**config.mk**
```make
export PLATFORM = sky130hd
export DESIGN_NAME = rr_arbiter_8_flat
export DESIGN_NICKNAME = d
export VERILOG_FILES = /design/src/rtl/arbiter_pkg.sv /design/src/rtl/rr_arbiter_8_if.sv /design/src/rtl/rr_pick.sv /design/src/rtl/rr_arbiter_8.sv /design/src/flat_wrapper.sv
export SDC_FILE = /design/constraint.sdc
export NUM_CORES = 1
export LEC_CHECK = 0
export ABC_AREA = 1
export CORE_MARGIN = 2
export CORE_UTILIZATION = 60
export DETAILED_ROUTE_END_ITERATION = 16
export PLACE_DENSITY_LB_ADDON = 0.25
export SLEW_MARGIN = 20
export SYNTH_ARGS = -nofsm -noshare
export SYNTH_HDL_FRONTEND = slang
export SYNTH_HIERARCHICAL = 1
export SYNTH_SLANG_ARGS = --single-unit
```
**constraint.sdc**
```tcl
create_clock -name clk -period 6.64 [get_ports clk]
set_clock_uncertainty 0.1 [all_clocks]
set_input_delay 0.664 -clock clk [delete_from_list [all_inputs] [get_ports clk]]
set_output_delay 0.664 -clock clk [all_outputs]
set_load 0.02 [all_outputs]
```
**src/rtl/arbiter_pkg.sv**
```systemverilog
// Shared definitions for the 8-way round-robin arbiter.
// Contents:
//   N_REQ / SEL_W / HOLD_W : requester count, owner-index width, hold-counter width
//   state_e                : arbiter FSM states
//   onehot()               : owner index -> one-hot grant vector
package arbiter_pkg;

  localparam int unsigned N_REQ  = 8;
  localparam int unsigned SEL_W  = 3;
  localparam int unsigned HOLD_W = 8;

  typedef enum logic [1:0] {
    StIdle    = 2'd0,
    StGrant   = 2'd1,
    StRelease = 2'd2
  } state_e;

  function automatic logic [N_REQ-1:0] onehot(input logic [SEL_W-1:0] idx);
    logic [N_REQ-1:0] v;
    v      = '0;
    v[idx] = 1'b1;
    return v;
  endfunction

endpackage

```
**src/rtl/rr_arbiter_8_if.sv**
```systemverilog
// Bundle between the requesters/mux sink and the arbiter.
// Signals:
//   en            : arbitration enable
//   req[7:0]      : level-sensitive requests, bit k pairs with mux input ik
//   grant[7:0]    : registered one-hot grant, zero when no owner
//   s0, s1, s2    : registered owner index to the 8:1 mux (s0 = LSB)
//   busy          : high exactly when grant is non-zero
// Modports:
//   master : requester / sink side (drives en and req)
//   slave  : arbiter side (drives grant, select lines and busy)
interface rr_arbiter_8_if;
  import arbiter_pkg::*;

  logic             en;
  logic [N_REQ-1:0] req;
  logic [N_REQ-1:0] grant;
  logic             s0;
  logic             s1;
  logic             s2;
  logic             busy;

  modport master (
    output en, req,
    input  grant, s0, s1, s2, busy
  );

  modport slave (
    input  en, req,
    output grant, s0, s1, s2, busy
  );

endinterface

```
**src/rtl/rr_pick.sv**
```systemverilog
// Combinational rotating priority encoder.
// Ports:
//   req[7:0] : request vector
//   ptr[2:0] : highest-priority position; search order ptr, ptr+1, ... ptr+7 mod 8
//   idx[2:0] : first set request in that order (0 when none)
//   any      : at least one request set
module rr_pick
  import arbiter_pkg::*;
(
  input  logic [N_REQ-1:0] req,
  input  logic [SEL_W-1:0] ptr,
  output logic [SEL_W-1:0] idx,
  output logic             any
);

  logic [SEL_W-1:0] cand;
  logic             found;

  always_comb begin
    idx   = '0;
    any   = |req;
    cand  = '0;
    found = 1'b0;
    for (int i = 0; i < N_REQ; i++) begin
      // 3-bit add wraps naturally, giving the mod-8 rotation
      cand = ptr + SEL_W'(i);
      if (!found && req[cand]) begin
        idx   = cand;
        found = 1'b1;
      end
    end
  end

endmodule

```
**src/rtl/rr_arbiter_8.sv**
```systemverilog
// Round-robin arbiter fronting an 8:1 mux. Holds a grant while the owner keeps
// requesting (up to MAX_HOLD cycles) and inserts one dead RELEASE cycle between
// owners so the select lines never change under valid data.
// Parameters:
//   MAX_HOLD : maximum consecutive grant cycles per ownership (1..255)
// Ports:
//   clk : rising-edge clock
//   rst : asynchronous active-high reset
//   bus : arbiter side of rr_arbiter_8_if (en/req in; grant/s0..s2/busy out)
module rr_arbiter_8
  import arbiter_pkg::*;
#(
  parameter int unsigned MAX_HOLD = 16
) (
  input  logic           clk,
  input  logic           rst,
  rr_arbiter_8_if.slave  bus
);

  localparam logic [HOLD_W-1:0] HoldLast = HOLD_W'(MAX_HOLD - 1);

  state_e            state_q, state_d;
  logic [SEL_W-1:0]  ptr_q, ptr_d;
  logic [SEL_W-1:0]  owner_q, owner_d;
  logic [HOLD_W-1:0] hold_q, hold_d;
  logic [N_REQ-1:0]  grant_q, grant_d;
  logic              busy_q, busy_d;

  logic [SEL_W-1:0]  pick_idx;
  logic              pick_any;

  rr_pick u_pick (
    .req (bus.req),
    .ptr (ptr_q),
    .idx (pick_idx),
    .any (pick_any)
  );

  always_ff @(posedge clk or posedge rst) begin
    if (rst) begin
      state_q <= StIdle;
      ptr_q   <= '0;
      owner_q <= '0;
      hold_q  <= '0;
      grant_q <= '0;
      busy_q  <= 1'b0;
    end else begin
      state_q <= state_d;
      ptr_q   <= ptr_d;
      owner_q <= owner_d;
      hold_q  <= hold_d;
      grant_q <= grant_d;
      busy_q  <= busy_d;
    end
  end

  always_comb begin
    state_d = state_q;
    ptr_d   = ptr_q;
    owner_d = owner_q;
    hold_d  = hold_q;

    unique case (state_q)
      StIdle: begin
        if (bus.en && pick_any) begin
          state_d = StGrant;
          owner_d = pick_idx;
          hold_d  = '0;
        end
      end
      StGrant: begin
        // Other requesters never pre-empt; only owner drop or hold limit end it.
        if (!bus.req[owner_q] || (hold_q == HoldLast)) begin
          state_d = StRelease;
          ptr_d   = owner_q + SEL_W'(1);
          hold_d  = '0;
        end else begin
          hold_d = hold_q + HOLD_W'(1);
        end
      end
      StRelease: begin
        // ptr_q was already advanced past the old owner, so pick sees it last.
        if (bus.en && pick_any) begin
          state_d = StGrant;
          owner_d = pick_idx;
          hold_d  = '0;
        end else begin
          state_d = StIdle;
        end
      end
      default: begin
        state_d = StIdle;
      end
    endcase

    // Outputs are registered versions of the next state, so grant appears
    // one edge after the request is sampled.
    busy_d  = (state_d == StGrant);
    grant_d = busy_d ? onehot(owner_d) : '0;
  end

  assign bus.grant = grant_q;
  assign bus.busy  = busy_q;
  assign bus.s0    = owner_q[0];
  assign bus.s1    = owner_q[1];
  assign bus.s2    = owner_q[2];

endmodule

```
**src/flat_wrapper.sv**
```systemverilog
// flat-port wrapper written by rule: the top's interface ports become plain ports
module rr_arbiter_8_flat import arbiter_pkg::*;
#(
  parameter int unsigned MAX_HOLD = 16
)
  (clk, rst, bus_en, bus_req, bus_grant, bus_s0, bus_s1, bus_s2, bus_busy);
  rr_arbiter_8_if bus_i ();
  input  logic clk;
  input  logic rst;
  input wire logic [$bits(bus_i.en)-1:0] bus_en;
  input wire logic [$bits(bus_i.req)-1:0] bus_req;
  output wire logic [$bits(bus_i.grant)-1:0] bus_grant;
  output wire logic [$bits(bus_i.s0)-1:0] bus_s0;
  output wire logic [$bits(bus_i.s1)-1:0] bus_s1;
  output wire logic [$bits(bus_i.s2)-1:0] bus_s2;
  output wire logic [$bits(bus_i.busy)-1:0] bus_busy;
  assign bus_i.en = bus_en;
  assign bus_i.req = bus_req;
  assign bus_grant = bus_i.grant;
  assign bus_s0 = bus_i.s0;
  assign bus_s1 = bus_i.s1;
  assign bus_s2 = bus_i.s2;
  assign bus_busy = bus_i.busy;
  rr_arbiter_8 #(.MAX_HOLD(MAX_HOLD)) u_core (.clk(clk), .rst(rst), .bus(bus_i));
endmodule
```
==> reports/qor.csv, run 1 <==
metric,value,unit
status,"finished, final reports clean",
"commonest cells after routing, fill and taps aside","75 x nand2_1, 38 x nand3_1, 25 x dfrtp_1",
CTS resizes,0,
Placed Instances,339,
GRT Total Usage,24.6,%
"commonest non-fill, non-tap cell in the layout",nand2_1,
CTS tree,built,
"Setup violations, final",0,
Via Count,1825,
crit end category,flip-flop,
Rows,21,
wire length per cell,12.5,µm
I/O pin count,23,
"Seq/Total Area, Yosys",30.1,%
vias per inst,5.32,
Overflow after GRT,0,
first-pass GRT wire length,7.81,mm
fin nets,313,
Power Total,1.32,mW
pwr/cell area,566,mW/mm²
max_cap viols,0,
ratio of cells with drive above 1 in the final layout,21.9,%
"Hold-fix buffers, CTS",0,
ANT nets after route,0,
clk sink count,25,
Max clock buf depth,2,
"Min Clock Period, post-route",3120,ps
sequential power share,20.2,%
post-synthesis cell type count,37,
RR Endpoint,u_core/bus.grant[0],
drt first pass iters,4,
DRC,0,
RSZ-0062 raised after global routing,false,
Comb pwr share,74.8,%
max-slew violation count,0,
Setup Buffers After CTS,0,
Seq cells post-synth,25,
Psw,0.754,mW
number of global-route vias before repair,1695,
post-layout util,70.0,%
Power Internal,0.569,mW
fillers,297,
Starting Density,62.3,%
sw frac,57.0,%
FMAX,321,MHz
clk root buf,clkbuf_4,
cell area after synthesis,0.00208,mm²
FF+latch area,626,µm²
FF-to-FF path depth,18,
CP Data Required Time,6790,ps
largest net degree at the start of global routing,26,
Final Worst Setup Slack,3520,ps
Fin. Hold Viols,0,
CP max FO,11,
Worst R2R Start,u_core/ptr_q[1],
hold_sp,u_core/hold_q[1],
clk slew on worst S/H paths,120,ps
period utilization,47.0,%
peak supply drop,0.299,mV
share of the synthesized area in the top cell type,30.1,%
Chip Width,62.9,µm
Leak,1.12,nW
Sum Neg Setup Slack,0,ps
Die Y,62.9,µm
Placement Setup Slack,3510,ps
worst reg-to-reg setup slack,3520,ps
initial antenna violation count,0,
arrival time worst endpoint,3270,ps
H-tree Lvls,1,
Initial DRC Count,109,
Post-DP HPWL,3.45,mm
Yosys Warn Count,6,
Area contributors post-synth,"dfrtp_1 30%, nand2_1 14%, nand3_1 9.1%",
Startpoint Class,flip-flop,
actual slew at the worst max-slew pin,883,ps
footprint of the multi-input gates,0.00128,mm²
clock power share,5.0,%
Syn Inst Count,275,
die area,0.00395,mm²
Final Non-Filler Cells,343,
Worst Hold Path Cells,2,
relative max-transition margin,41.1,%
Syn Nets,290,
Hold Path Sink,u_core/hold_q[1],
kind of critical path,reg -> reg,
Layout area overhead,12.4,%
GPL Wtd Cong,1.03,
syn_area_per_cell,7.56,µm²
Skew-Pair Late Insertion Delay,310,ps
Tightest Hold Check Type,reg -> reg,
Detailed Route WL,4.29,mm
cell taking the most area after synthesis,dfrtp_1,
Num CTS Buffers,3,
Ant. Diodes,0,
core area,0.00334,mm²
port buffer count,22,
## final cells by class
class | count | area share, %
Tap cell | 46 | 2.46
Inverter | 31 | 5.30
Sequential cell | 25 | 26.8
Timing Repair Buffer | 22 | 9.42
Clock buffer | 4 | 1.12
Multi-Input combinational cell | 215 | 54.9
## cells in the mapped netlist
cell type  instances
nor4_1             2
nand3_4            1
a21oi_2            2
ha_1               4
nand3_2           11
a211oi_1           1
o22ai_1            1
o21ai_1            1
xnor2_1            1
nor3_1             2
nor2_1            17
buf_6              2
nand2_1           75
inv_2             10
xnor2_4            1
o211ai_1           1
dfrtp_1           25
o21bai_1           1
or2_0              1
a21oi_1            8
nor2_2             6
o21ai_2            4
clkbuf_1           1
nand2_2           15
nor2_4             5
o21ai_0            2
nand3b_1           1
inv_1             20
nand4_4            1
nand4_1            3
buf_12             1
inv_8              1
a31oi_2            1
nand3_1           38
nand2_4            2
xor2_4             2
xor2_1             5
## worst max path at each step
stage / startpoint / endpoint / slack, ps / depth (start not counted)
global route: u_core/ptr_q[1] / u_core/bus.grant[3] / 3230 / 19
CTS: u_core/ptr_q[1] / u_core/bus.grant[0] / 3520 / 18
detailed placement: bus_req[7] / u_core/bus.grant[0] / 3510 / 17
floorplan: u_core/ptr_q[1] / u_core/bus.grant[1] / 4060 / 19
global placement: bus_req[7] / u_core/bus.grant[0] / 3520 / 17
finish: u_core/ptr_q[1] / u_core/bus.grant[0] / 3520 / 18
## power groups by stage
stage | logic, mW | registers [mW] | clock network [mW]
after global placement | 0.977 | 0.272 | 0
final | 0.989 | 0.268 | 0.0658
after global routing | 1.11 | 0.275 | 0.0744
after CTS | 0.987 | 0.268 | 0.0668
after floorplan | 0.795 | 0.267 | 0
after detailed placement | 0.983 | 0.271 | 0
## cell families (layout without fill, tap and decap cells)
logic type / after synthesis / count (layout) / share of synthesized area (%)
simple gates: 180 / 180 / 45.7
xor+xnor: 9 / 9 / 6.50
buf+inv: 35 / 57 / 8.18
flops: 25 / 25 / 30.1
fa+ha+maj: 4 / 4 / 2.41
compound gates: 22 / 22 / 7.16
## state kept, by name (all words and copies together) (netlist names)
name              flops
u_core/bus.grant      8
u_core/hold_q         8
u_core/owner_q        3
u_core/ptr_q          3
u_core/state_q        2
u_core/bus.busy       1
## metrics by stage
step	hold WS (ps)	instance area, µm²
floorplan	378	2080
global placement	414	2310
detailed placement	426	2310
CTS	456	2340
global route	494	2340
finish	462	2340
## worst max-delay path: stages (launching register included)
cell and delay, ps:
dfrtp_1 690, inv_2 160, ha_1 440, inv_2 120
nand3_1 100, nand2_1 90, nor2_2 180, nor2_4 80
inv_1 70, nor2_1 60, nand3_1 70, nand3_1 80
nor2_1 90, nand3_1 100, o21ai_2 220, inv_2 80
nor2_2 140, nand2_1 80, a21oi_2 100
## layer usage
| metal | global-route usage, % | share of wire, % |
|---|---|---|
| met1 | 36.5 | 48 |
| met2 | 37.9 | 46 |
| met5 | 0 | 0 |
| met3 | 1.80 | 5.0 |
| met4 | 8.89 | 1.1 |
(Power assumes the default switching activity.)
==> run 2: changes to the inputs <==
Settings changed: CORE_UTILIZATION 60 to 51.
Clock period 6.64 ns to 2.7 ns, I/O delays scaled along.
==> run 2 against run 1 <==
Against the previous run: setup slack lost 3400 ps; maximum frequency rose by 21%; core utilization decreased by 1.9 points; clock-buffer cell count unchanged; register-to-register slack got worse by 3400 ps; die area is 16% higher; critical endpoint is now u_core/bus.grant[4]; highest routed layer unchanged.
==> reports/qor.csv, run 2 (synthesis results as in run 1) <==
metric,value,unit
Die Y,67.9,µm
Starting Density,52.4,%
drt first pass iters,4,
CP Data Required Time,2790,ps
vias per inst,5.21,
post-layout util,68.1,%
actual slew at the worst max-slew pin,313,ps
Overflow after GRT,0,
"commonest non-fill, non-tap cell in the layout",nand2_1,
Fin. Hold Viols,0,
CP max stage delay,410,ps
Skew-Pair Late Insertion Delay,260,ps
FMAX,388,MHz
max_cap viols,0,
WL met3,254,µm
CP Cell Sequence,"inv_2, ha_4, buf_6, nand3_4, nand3_4, nand2_4, nor2_4, nand4_4, nor2_4, buf_4, nand3_1, nand3_2, o21ai_2, buf_4, nor2_2, nand2_1, a21oi_2",
Critical Path Start,u_core/ptr_q[1],
Met1 Wirelength,2.36,mm
Detailed Route WL,5.12,mm
kind of critical path,reg -> reg,
Chip Width,67.9,µm
Tightest Hold Check Type,in -> async,
cell with the largest stage delay on the worst path,dfrtp_1,
number of global-route vias before repair,1780,
"Setup violations, final",0,
Ant. Diodes,0,
clk root buf,clkbuf_8,
Rows,23,
RSZ-0062 raised after global routing,true,
H-tree Lvls,1,
max-slew violation count,0,
ANT nets after route,0,
largest net degree at the start of global routing,26,
Startpoint Class,flip-flop,
"commonest cells after routing, fill and taps aside","70 x nand2_1, 34 x nand3_1, 24 x dfrtp_1",
GRT Total Usage,23.3,%
GPL Wtd Cong,0.914,
routed wl met2,2.47,mm
Sum Neg Setup Slack,0,ps
I/O pin count,23,
Max Used Layer,met4,
die area,0.00460,mm²
status,"finished, final reports clean",
Max clock buf depth,2,
DRC,0,
clk sink count,25,
core area,0.00397,mm²
port buffer count,22,
Worst R2R Start,u_core/ptr_q[1],
wire length per cell,13.9,µm
Initial DRC Count,108,
ratio of cells with drive above 1 in the final layout,32.7,%
first-pass GRT wire length,8.14,mm
final hold slack,248,ps
Post-DP HPWL,3.89,mm
crit end category,flip-flop,
Layout area overhead,30.1,%
fillers,308,
initial antenna violation count,0,
CP max FO,4,
clk slew on worst S/H paths,80,ps
relative max-transition margin,79.1,%
fin nets,334,
period utilization,95.6,%
Via Count,1919,
Num CTS Buffers,3,
arrival time worst endpoint,2670,ps
CTS tree,built,
"Min Clock Period, post-route",2580,ps
-- run 2: changes by cell type in the layout (fill, tap and decap cells not counted), moves of 3 or more --
cell      change
nand3_4       +6
nand3_1       -4
nand2_2       +4
clkbuf_8      +3
buf_4        +15
buf_6         +5
nand2_1       -5
clkbuf_4      -3
-- run 2: worst max-delay path: cells and delay by family, from the launching register on --
family                   cells  cell delay [ps]
buffers and inverters        4              500
flip-flops                   1              410
AO/OA/AOI/OAI                2              150
adder cells (fa/ha/maj)      1              310
AND/OR/NAND/NOR             10             1030
-- run 2: path summary, 6_finish.rpt --
path                                       end  slack [ps]  cells after the start
max                        u_core/bus.grant[4]         120                     17
min                           u_core/hold_q[7]         250                      3
max reg2reg                u_core/bus.grant[4]         120                     17
min reg2reg                   u_core/hold_q[1]         460                      2
max in group asynchronous      u_core/ptr_q[0]        1990                      3
min in group clk              u_core/hold_q[1]         460                      2
-- run 2: layer usage --
layer  track usage, %  vias up
li1                 -      982
met1             33.5      872
met2             36.6       59
met3             4.77        6
met4             4.50        0
met5                0        -
-- run 2: timing repair --
action                     4_1_cts  5_1_grt
setup endpoints to repair        4        9
buffers inserted                 0        4
resized for setup                2       35
pin swaps                        1       15
hold buffers                     0        0
-- run 2: cell type report --
cell class / instances / area, µm² / share of cell area, %
Multi-Input combinational cell: 215 / 1440 / 53.1
Sequential cell: 25 / 627 / 23.2
Timing Repair Buffer: 43 / 409 / 15.1
Inverter: 31 / 126 / 4.67
Tap cell: 50 / 62.6 / 2.31
Clock buffer: 4 / 45.0 / 1.67
-- run 2: through the flow --
step / std cells / worst slack (ps) / cell area (µm²)
4_1_cts: 364 / 16.0 / 2500
2_1_floorplan: 275 / 118 / 2080
5_1_grt: 368 / -47.6 / 2710
3_5_place_dp: 360 / -27.3 / 2460
3_3_place_gp: 360 / 1.88 / 2460
6_report: 368 / 120 / 2710
Power of run 2 is left out: the tool's default activity adds up to more than one toggle a clock period on the data nets, which glitch-free logic cannot reach.
==> run 3: changes to the inputs <==
Settings changed: SKIP_CTS_REPAIR_TIMING set to 1.
==> run 3 against run 2 <==
Against the previous run: first-iteration DRC count is 11% higher; non-clock buffer count did not move; hold slack is essentially flat; clock-buffer cell count did not move; global-route usage unchanged; setup slack barely moved; via count increased by 2.5%; register-to-register slack barely moved; critical path depth did not move; core utilization shrank 0.28 points; cell count unchanged; die area stayed put; critical path type unchanged.
==> reports/qor.csv, run 3 (synthesis results as in run 1) <==
metric,value,unit
CTS tree,built,
period utilization,95.6,%
worst reg-to-reg setup slack,120,ps
actual slew at the worst max-slew pin,313,ps
Num CTS Buffers,3,
"commonest non-fill, non-tap cell in the layout",nand2_1,
CP max stage delay,420,ps
Placement Setup Slack,-27.3,ps
port buffer count,22,
core area,0.00397,mm²
RR Endpoint,u_core/bus.grant[5],
"Setup violations, final",0,
Worst R2R Start,u_core/ptr_q[1],
"commonest cells after routing, fill and taps aside","71 x nand2_1, 35 x nand3_1, 24 x dfrtp_1",
Rows,23,
final hold slack,248,ps
"Min Clock Period, post-route",2580,ps
drt first pass iters,4,
initial antenna violation count,0,
fin nets,334,
CP Data Required Time,2780,ps
CP max FO,4,
ratio of cells with drive above 1 in the final layout,31.8,%
clk sink count,25,
kind of critical path,reg -> reg,
status,"finished, final reports clean",
Detailed Route WL,5.13,mm
FMAX,388,MHz
vias per inst,5.35,
die area,0.00460,mm²
busiest layer in global routing,met2,
wire length per cell,13.9,µm
"CP delay by family, top",simple AND/OR/NAND/NOR gates,
Fin. Hold Viols,0,
relative max-transition margin,79.2,%
Startpoint Class,flip-flop,
Ant. Diodes,0,
arrival time worst endpoint,2660,ps
Overflow after GRT,0,
DRC,0,
GRT Total Usage,23.3,%
largest net degree at the start of global routing,26,
M1 GR Usage,33.5,%
GPL Wtd Cong,0.914,
Skew-Pair Late Insertion Delay,260,ps
Final Worst Setup Slack,119,ps
Die Y,67.9,µm
Chip Width,67.9,µm
FF-to-FF path depth,17,
CP Cell Sequence,"inv_2, ha_4, buf_6, nand3_4, nand3_2, nand2_4, nor2_4, nand4_4, nor2_4, buf_6, nand3_1, nand3_2, o21ai_2, buf_4, nor2_2, nand2_1, a21oi_1",
Bufs and invs on worst path,4,
ANT nets after route,0,
GRT met2 Usage,36.6,%
cell with the largest stage delay on the worst path,dfrtp_1,
Layout area overhead,29.5,%
global routing usage on met3,4.77,%
fillers,313,
first-pass GRT wire length,8.14,mm
number of global-route vias before repair,1782,
RSZ-0062 raised after global routing,true,
max-slew violation count,0,
Starting Density,52.4,%
clk slew on worst S/H paths,80,ps
I/O pin count,23,
Max clock buf depth,2,
clk root buf,clkbuf_8,
Tightest Hold Check Type,in -> async,
crit end category,flip-flop,
max_cap viols,0,
Post-DP HPWL,3.89,mm
Via Count,1967,
H-tree Lvls,1,
Initial DRC Count,120,
run 3: area by class of cell:
| type | instances | area (µm²) | share of cell area (%) |
|---|---|---|---|
| Multi-Input combinational cell | 215 | 1420 | 52.7 |
| Tap cell | 50 | 62.6 | 2.32 |
| Clock buffer | 4 | 45.0 | 1.67 |
| Sequential cell | 25 | 627 | 23.3 |
| Inverter | 31 | 126 | 4.69 |
| Timing Repair Buffer | 43 | 413 | 15.3 |
run 3: tightest hold or removal path: stages:
cell	delay, ps
clkdlybuf4s50_1	390
inv_1	50
buf_4	300
run 3: through the flow:
| stage | util (%) | cells | area, µm² | setup TNS, ps |
|---|---|---|---|---|
| after detailed placement | 61.8 | 360 | 2460 | -58.9 |
| after CTS | 63.0 | 364 | 2500 | -196 |
| final | 67.8 | 368 | 2690 | 0 |
| after global routing | 67.8 | 368 | 2690 | -78.6 |
| after global placement | 61.8 | 360 | 2460 | 0 |
| after floorplan | - | 275 | 2080 | 0 |
run 3: how the worst max path moves through the flow:
stage / slack [ps] / cells past startpoint / start / end
detailed placement: -30 / 16 / u_core/ptr_q[0] / u_core/bus.grant[2]
finish: 120 / 17 / u_core/ptr_q[1] / u_core/bus.grant[5]
global route: -30 / 18 / u_core/ptr_q[1] / u_core/bus.grant[6]
floorplan: 120 / 19 / u_core/ptr_q[1] / u_core/bus.grant[1]
global placement: 2 / 16 / u_core/ptr_q[0] / u_core/bus.grant[3]
CTS: -70 / 16 / u_core/ptr_q[0] / u_core/bus.grant[2]
run 3: routing by layer:
metal / wire length [µm] / up-vias
met2: 2460 / 82
met3: 303 / 6
li1: - / 983
met5: 0 / -
met1: 2320 / 896
met4: 43 / 0
Power of run 3 is left out for the same reason.
